### src/rtl/fetch_queue.sv
// In-order instruction fetch unit: issues word fetches to a variable-latency memory,
// buffers {pc, inst} pairs in a DEPTH-entry FIFO and feeds decode; flushes on REDIRECT.

module fetch_queue_entry #(
  parameter int W = 64
) (
  input  logic         CLK,
  input  logic         we,
  input  logic [W-1:0] d,
  output logic [W-1:0] q
);
  always_ff @(posedge CLK) begin
    if (we) q <= d;
  end
endmodule

module fetch_queue #(
  parameter int          DEPTH    = 4,
  parameter logic [31:0] RESET_PC = 32'h00000000,
  parameter logic [31:0] NOP_INST = 32'h00000013
) (
  input  logic        CLK,
  input  logic        RESET,
  output logic        IMEM_REQ,
  output logic [31:0] IMEM_ADDR,
  input  logic        IMEM_GNT,
  input  logic        IMEM_RVALID,
  input  logic [31:0] IMEM_RDATA,
  input  logic        REDIRECT,
  input  logic [31:0] REDIRECT_PC,
  input  logic        STALL,
  output logic        INST_VALID,
  output logic [31:0] INST_PC,
  output logic [31:0] INST
);
  localparam int AW = $clog2(DEPTH);
  localparam int CW = AW + 1;
  localparam logic [CW:0] DEPTH_W = (CW+1)'(DEPTH);

  typedef struct packed {
    logic [31:0] pc;
    logic [31:0] inst;
  } fq_ent_t;

  logic          run_q;
  logic [31:0]   fpc, rpc;
  logic [CW-1:0] inflight, kill, count;
  logic [AW-1:0] rd_ptr, wr_ptr;
  logic          accept, rsp, push, pop;
  logic [CW-1:0] inflight_nxt;
  logic [CW:0]   budget;

  logic [DEPTH-1:0]          ent_we;
  fq_ent_t [DEPTH-1:0]       ent_q;
  fq_ent_t                   ent_d, head;

  // Killed in-flight requests still occupy a slot, so FIFO overflow cannot happen.
  assign budget       = {1'b0, inflight} + {1'b0, count};
  assign IMEM_REQ     = run_q && (budget < DEPTH_W);
  assign IMEM_ADDR    = fpc;
  assign accept       = IMEM_REQ && IMEM_GNT;
  assign rsp          = IMEM_RVALID && (inflight != '0);
  assign push         = rsp && !REDIRECT && (kill == '0);
  assign pop          = (count != '0) && !STALL && !REDIRECT;
  assign inflight_nxt = inflight + CW'(accept) - CW'(rsp);

  assign ent_d = '{pc: rpc, inst: IMEM_RDATA};

  for (genvar i = 0; i < DEPTH; i++) begin : g_ent
    assign ent_we[i] = push && (wr_ptr == AW'(i));
    fetch_queue_entry #(.W($bits(fq_ent_t))) u_ent (
      .CLK (CLK),
      .we  (ent_we[i]),
      .d   (ent_d),
      .q   (ent_q[i])
    );
  end

  assign head       = ent_q[rd_ptr];
  assign INST_VALID = (count != '0);
  assign INST_PC    = INST_VALID ? head.pc   : 32'h0;
  assign INST       = INST_VALID ? head.inst : NOP_INST;

  always_ff @(posedge CLK) begin
    if (!RESET) begin
      run_q    <= 1'b0;
      fpc      <= RESET_PC;
      rpc      <= RESET_PC;
      inflight <= '0;
      kill     <= '0;
      count    <= '0;
      rd_ptr   <= '0;
      wr_ptr   <= '0;
    end else begin
      run_q    <= 1'b1;
      inflight <= inflight_nxt;
      if (REDIRECT) begin
        // Everything issued before the redirect, including this cycle's accept, is stale.
        fpc    <= REDIRECT_PC;
        rpc    <= REDIRECT_PC;
        kill   <= inflight_nxt;
        count  <= '0;
        rd_ptr <= '0;
        wr_ptr <= '0;
      end else begin
        if (accept) fpc <= fpc + 32'd4;
        if (rsp && (kill != '0)) kill <= kill - CW'(1);
        if (push) begin
          rpc    <= rpc + 32'd4;
          wr_ptr <= wr_ptr + AW'(1);
        end
        if (pop) rd_ptr <= rd_ptr + AW'(1);
        count <= count + CW'(push) - CW'(pop);
      end
    end
  end

  a_rvalid_no_inflight: assert property (@(posedge CLK) disable iff (!RESET)
    !(IMEM_RVALID && (inflight == '0)));

endmodule
### config.mk
export PLATFORM = sky130hd
export DESIGN_NAME = fetch_queue
export DESIGN_NICKNAME = d
export VERILOG_FILES = /design/src/rtl/fetch_queue.sv
export SDC_FILE = /design/constraint.sdc
export NUM_CORES = 1
export LEC_CHECK = 0
export BUFFER_PORTS_ARGS = -buffer_cell sky130_fd_sc_hd__buf_2
export CORE_MARGIN = 2
export CORE_UTILIZATION = 50
export DETAILED_ROUTE_END_ITERATION = 16
export PLACE_DENSITY = 0.7
export SYNTH_ARGS = -nofsm -noshare
export SYNTH_HDL_FRONTEND = slang
export SYNTH_HIERARCHICAL = 1
export SYNTH_SLANG_ARGS = --single-unit
### constraint.sdc
create_clock -name CLK -period 6.98 [get_ports CLK]
set_clock_uncertainty 0.15 [all_clocks]
set_input_delay 1.396 -clock CLK [delete_from_list [all_inputs] [get_ports CLK]]
set_output_delay 1.396 -clock CLK [all_outputs]
set_load 0.02 [all_outputs]
==> results of run 1 <==
## logic make-up (layout without fill, tap and decap cells)
logic type | after synthesis | count (layout) | synth area share [%]
buf+inv | 69 | 256 | 2.02
mux | 66 | 66 | 10.3
simple gates | 301 | 301 | 13.2
other cells | 0 | 1 | 0
compound gates | 140 | 140 | 6.42
fa+ha+maj | 16 | 16 | 1.52
flops | 334 | 334 | 65.4
xor+xnor | 19 | 19 | 1.18
## worst paths after layout
path	start	end	slack [ns]	cells after the start
setup / recovery	rd_ptr[0]	INST_PC[17]	2.52	4
setup reg to reg	inflight[2]	kill[2]	3.72	12
hold / removal	IMEM_ADDR[1]	IMEM_ADDR[1]	0.31	2
hold reg to reg	IMEM_ADDR[1]	IMEM_ADDR[1]	0.31	2
## registers in the layout, summed over array words and instances (netlist names)
signal	count
rd_ptr	2
wr_ptr	2
rpc	32
inflight	3
g_ent.u_ent/q	256
count	3
IMEM_ADDR	32
kill	3
run_q	1
## metal layers
layer	GRT usage (%)	part of all wire, %	vias up
met1	31.8	47	4393
met5	0	0.042	-
met2	32.0	45	325
li1	-	-	4100
met4	4.42	1.5	2
met3	3.73	6.4	41
## synthesized netlist by cell type (3+ instances only)
cell	count
edfxtp_1	256
dfxtp_1	78
and2_1	71
mux4_2	64
o21ai_0	38
clkbuf_1	35
nor3_1	31
nand2_1	30
a21oi_1	28
and4_1	24
nand4_1	24
nor2_1	19
a31oi_1	18
nand3_1	18
a211oi_1	16
inv_1	16
nor4_1	15
and3_1	14
ha_1	14
xnor2_1	14
buf_2	12
o31ai_1	11
or3_1	11
or4_1	10
nor2b_1	8
or2_2	7
a311oi_1	5
xor2_1	5
nand2b_1	4
buf_1	3
nand4_2	3
o21a_1	3
o21bai_1	3
## final cells by class
cell class | count | area [sq um]
inverters | 17 | 63.8
diodes | 1 | 2.50
clock inverters | 17 | 174
fillers | 2206 | 11400
flip-flops and latches | 334 | 9250
multi-input cells | 542 | 4620
repair buffers | 177 | 911
well taps | 378 | 473
clock buffers | 45 | 923
## worst reg2reg max path, delay by kind of cell (launching register included)
family / cells / cell delay [ns]
compound gates: 1 / 0.16
xor+xnor: 2 / 0.37
fa+ha+maj: 4 / 1.12
buf+inv: 2 / 0.09
flops: 1 / 0.42
simple gates: 3 / 0.84
## per-stage QoR
stage | instances | cell area (sq um) | util, % | worst slack [ns] | power [mW]
global route | 1511 | 16400 | 59.0 | 2.26 | 4.76
CTS | 1510 | 16400 | 58.9 | 2.35 | 4.62
detailed placement | 1448 | 15300 | 55.0 | 2.59 | 2.85
floorplan | 945 | 14200 | - | 2.90 | 2.68
finish | 1511 | 16400 | 59.0 | 2.52 | 4.58
global placement | 1448 | 15300 | 55.0 | 2.66 | 2.83
## cells in the final DEF, fill, tap and decap left out, drive strengths merged, types with 18 or more instances in the layout
cell | synthesis | routed
nand2 | 30 | 30
a31oi | 18 | 18
a21oi | 28 | 28
edfxtp | 256 | 256
mux4 | 64 | 64
dfxtp | 78 | 78
nor2 | 19 | 19
nand4 | 28 | 28
nand3 | 18 | 18
o21ai | 38 | 38
and4 | 24 | 24
nor3 | 32 | 32
clkbuf | 35 | 45
and2 | 71 | 71
buf | 17 | 177
## power by group through the flow
stage | registers, mW | logic, mW | clock network, mW
2_1_floorplan | 2.36 | 0.321 | 0
3_3_place_gp | 2.37 | 0.467 | 0
3_5_place_dp | 2.37 | 0.474 | 0
4_1_cts | 2.33 | 0.476 | 1.81
5_1_grt | 2.34 | 0.525 | 1.89
6_report | 2.33 | 0.471 | 1.77
==> flow_summary.json, run 1 <==
{
  "p_leak_nw": 5.72,
  "ir_worst_vdd_v": 0.000164,
  "relSlewSlack_pct": 33.1,
  "via_count": 8861,
  "grt_first_pass_wirelength_um": 47600,
  "hp-class": "reg2reg",
  "die_w_um": 172,
  "rsz0062_at_grt": "no",
  "max_cap_viol_count": 0,
  "finalNetCount": 1193,
  "end_kind": "output pin",
  "crit_type": "reg2out",
  "synth-seq-cells": 334,
  "drt_iter0_markers": 740,
  "viasPerCell": 5.86,
  "wl_um": 30700,
  "ant_nets": 0,
  "setup_viol": 0,
  "ys_top_cells_by_area": "edfxtp_1 54%, dfxtp_1 11%, mux4_2 10%, and2_1 3.1%, and4_1 1.5%",
  "synthArstFlopShare_pct": 0,
  "ctsResizeCount": 0,
  "clk_path_buf_depth": 3,
  "yosys.area.top_type": "edfxtp_1",
  "switching_share_pct": 23.9,
  "hpwlAfterDp_um": 19700,
  "cts-htree-levels": 2,
  "cts-root-buf": "clkbuf_16",
  "crit_slowest_cell": "dfxtp_4",
  "syn2layout_area_growth_pct": 16.1,
  "cp_num_buf_inv": 2,
  "finalSetupTns_ns": 0,
  "drive_gt1_share_pct": 27.7,
  "cp_data_required_time_ns": 5.43,
  "grt_max_degree": 64,
  "grt_pass1_vias": 8465,
  "worst_pin_slew_ns": 1.00,
  "synth_nets": 1031,
  "timing.final.hold_violations": 0,
  "p_int_mw": 3.48,
  "post_cts_buffers": 0,
  "fin_hold_ws_ns": 0.308,
  "die_area_sq_um": 29700,
  "drv_slew": 0,
  "start_util_pct": 50.8,
  "syn_avg_cell_area_sq_um": 15.0,
  "place_congestion": 0.864,
  "grt_util_all_layers_pct": 20.9,
  "synthCells": 945,
  "synth_top_area_share_pct": 54.3,
  "ctsHoldBuffers": 0,
  "setup.worst_path.start_class": "register",
  "grt_remaining_overflow": 0,
  "fin_crit_sh_pct": 64.0,
  "synth_ff_type": "edfxtp_1",
  "arrival_ns": 2.92,
  "firstDrtPassIters": 5,
  "ys.warnings.count": 6,
  "powerDensity_nw_per_um2": 279,
  "p_switching_mw": 1.10,
  "timing.fmax_mhz": 224,
  "antenna_found_initial": 2,
  "status": "finished clean",
  "core_sq_um": 27900,
  "clock_sinks": 334,
  "clk_pin_slew_ns": 0.06,
  "fp-row-count": 61,
  "ys_seq_area_share_pct": 65.4,
  "ys_types": 64,
  "ios": 168,
  "crit_path_max_fanout": 42,
  "cp_slowest_stage_delay_ns": 0.89,
  "syn_area_sq_um": 14200,
  "clk_latency_ns": 0.51,
  "tritoncts": "built",
  "path_delay_family": "flip-flops",
  "cp_cell_sequence": "buf_4 -> mux4_2 -> and2_1 -> buf_2",
  "fin_crit_ns": 4.46,
  "wire_per_inst_um": 20.3,
  "synth-edff-count": 256,
  "io_buffers": 167,
  "p_clk_share_pct": 38.7,
  "die_h_um": 172,
  "combPwrFrac_pct": 10.3,
  "drc": 0,
  "cts_buffers": 35,
  "p_seq_share_pct": 51.0
}
Note: power is estimated with default switching activity, not from simulation.
==> run 2, diff against run 1 <==
clock period = 4.2 ns   (was 6.98 ns; I/O delays follow)
==> flow_summary.json, run 2 (synthesized netlist as in run 1, its figures left out) <==
{
  "status": "finished clean",
  "grtUsageMet1_pct": 31.4,
  "fin_hold_ws_ns": 0.303,
  "fin_crit_sh_pct": 82.4,
  "setup.worst_path.start_class": "register",
  "grt_first_pass_wirelength_um": 47900,
  "switching_share_pct": 24.2,
  "grt_remaining_overflow": 0,
  "fillers": 2152,
  "grt_util_all_layers_pct": 21.1,
  "clk_path_buf_depth": 3,
  "timing.final.hold_violations": 0,
  "drv_slew": 0,
  "grt.busiest_layer": "met2",
  "crit_path_max_fanout": 21,
  "use_met2_pct": 32.0,
  "largest-register": "g_ent.u_ent/q",
  "tritoncts": "built",
  "relSlewSlack_pct": 43.5,
  "p_seq_share_pct": 50.1,
  "viasPerCell": 5.93,
  "place_congestion": 0.877,
  "end_kind": "output pin",
  "via_count": 9009,
  "finalSetupTns_ns": 0,
  "antenna_found_initial": 1,
  "grt_use_met3_pct": 3.62,
  "cp_num_buf_inv": 2,
  "p_int_mw": 5.86,
  "largest_reg_flops": 256,
  "io_buffers": 167,
  "fp-row-count": 61,
  "fin_crit_ns": 3.46,
  "combPwrFrac_pct": 10.2,
  "start_util_pct": 50.8,
  "cts-root-buf": "clkbuf_16",
  "ant_nets": 0,
  "ir_worst_vdd_v": 0.000298,
  "ctsResizeCount": 0,
  "syn2layout_area_growth_pct": 17.4,
  "cts_buffers": 35,
  "worst_pin_slew_ns": 0.846,
  "max_cap_viol_count": 0,
  "final_util_pct": 59.6,
  "cp_data_required_time_ns": 3.21,
  "drc": 0,
  "cp_cell_sequence": "buf_4 -> mux4_2 -> or2_2 -> buf_2",
  "clk_latency_ns": 0.51,
  "crit_slowest_cell": "dfxtp_4",
  "ctsHoldBuffers": 0,
  "wl_um": 31000,
  "path_delay_family": "flip-flops",
  "final_common_cell": "edfxtp_1",
  "rsz0062_at_grt": "no",
  "die_w_um": 172,
  "p_leak_nw": 5.82,
  "die_h_um": 172,
  "firstDrtPassIters": 5,
  "grt_max_degree": 64,
  "post_cts_buffers": 0,
  "cts-htree-levels": 2,
  "arrival_ns": 2.47,
  "setup_viol": 0,
  "layout_common_cells": "256 x edfxtp_1, 167 x buf_2, 76 x dfxtp_1, 67 x and2_1, 64 x mux4_2",
  "cp_slowest_stage_delay_ns": 0.61,
  "powerDensity_nw_per_um2": 465,
  "grt_pass1_vias": 8558,
  "crit_type": "reg2out",
  "drt_iter0_markers": 738,
  "clock_sinks": 334,
  "ios": 168,
  "finalNetCount": 1200,
  "final_cells": 1519,
  "hp-class": "reg2reg",
  "hpwlAfterDp_um": 19800,
  "p_switching_mw": 1.87,
  "core_sq_um": 27900,
  "clk_pin_slew_ns": 0.06,
  "drive_gt1_share_pct": 29.0,
  "place_inst": 1455,
  "wire_per_inst_um": 20.4,
  "p_clk_share_pct": 39.7,
  "die_area_sq_um": 29700,
  "timing.fmax_mhz": 289
}
## run 2: cell count changes in the layout (fill, tap and decap cells not counted), sizes merged
cell	delta
inv	+1
bufinv	+1
clkinv	+3
buf	+7
clkbuf	-4
## run 2: layout make-up
type,instances,area [sq um],area share [%]
well taps,378,473,2.85
multi-input cells,542,4620,27.8
clock buffers,41,908,5.47
inverters,17,63.8,0.384
diodes,1,2.50,0.0151
clock inverters,22,235,1.42
flip-flops and latches,334,9250,55.7
repair buffers,184,1050,6.33
## run 2: path summary, 6_finish.rpt
kind | from | endpoint | slack (ns) | cells past startpoint
worst min-delay path | IMEM_ADDR[1] | IMEM_ADDR[1] | 0.30 | 2
worst min register to register | IMEM_ADDR[1] | IMEM_ADDR[1] | 0.30 | 2
worst max register to register | inflight[2] | kill[2] | 1.05 | 12
worst max-delay path | rd_ptr[0] | INST[0] | 0.74 | 4
## run 2: routing by layer
metal | part of all wire, % | up-vias
li1 | - | 4111
met1 | 46 | 4491
met2 | 45 | 351
met3 | 7.1 | 56
met4 | 2.4 | 0
met5 | 0 | -
## run 2: worst min-delay path, cell delays in order, from the launching register on
cell and delay (ns):
dfxtp_1 0.30, nand2_1 0.05, a21oi_1 0.05
## run 2: stage by stage
step | worst slack [ns] | cell area [sq um] | power (mW)
after CTS | 0.644 | 16600 | 7.79
final | 0.741 | 16600 | 7.73
after global routing | 0.587 | 16600 | 8.01
after global placement | 1.07 | 15500 | 4.71
after floorplan | 0.671 | 14200 | 4.46
after detailed placement | 0.998 | 15500 | 4.73
## run 2: power by group through the flow
stage | Sequential, mW | Combinational, mW | Clock, mW
after floorplan | 3.93 | 0.534 | 0
after global placement | 3.93 | 0.785 | 0
after detailed placement | 3.94 | 0.796 | 0
after CTS | 3.87 | 0.799 | 3.12
after global routing | 3.89 | 0.878 | 3.25
final | 3.87 | 0.792 | 3.07
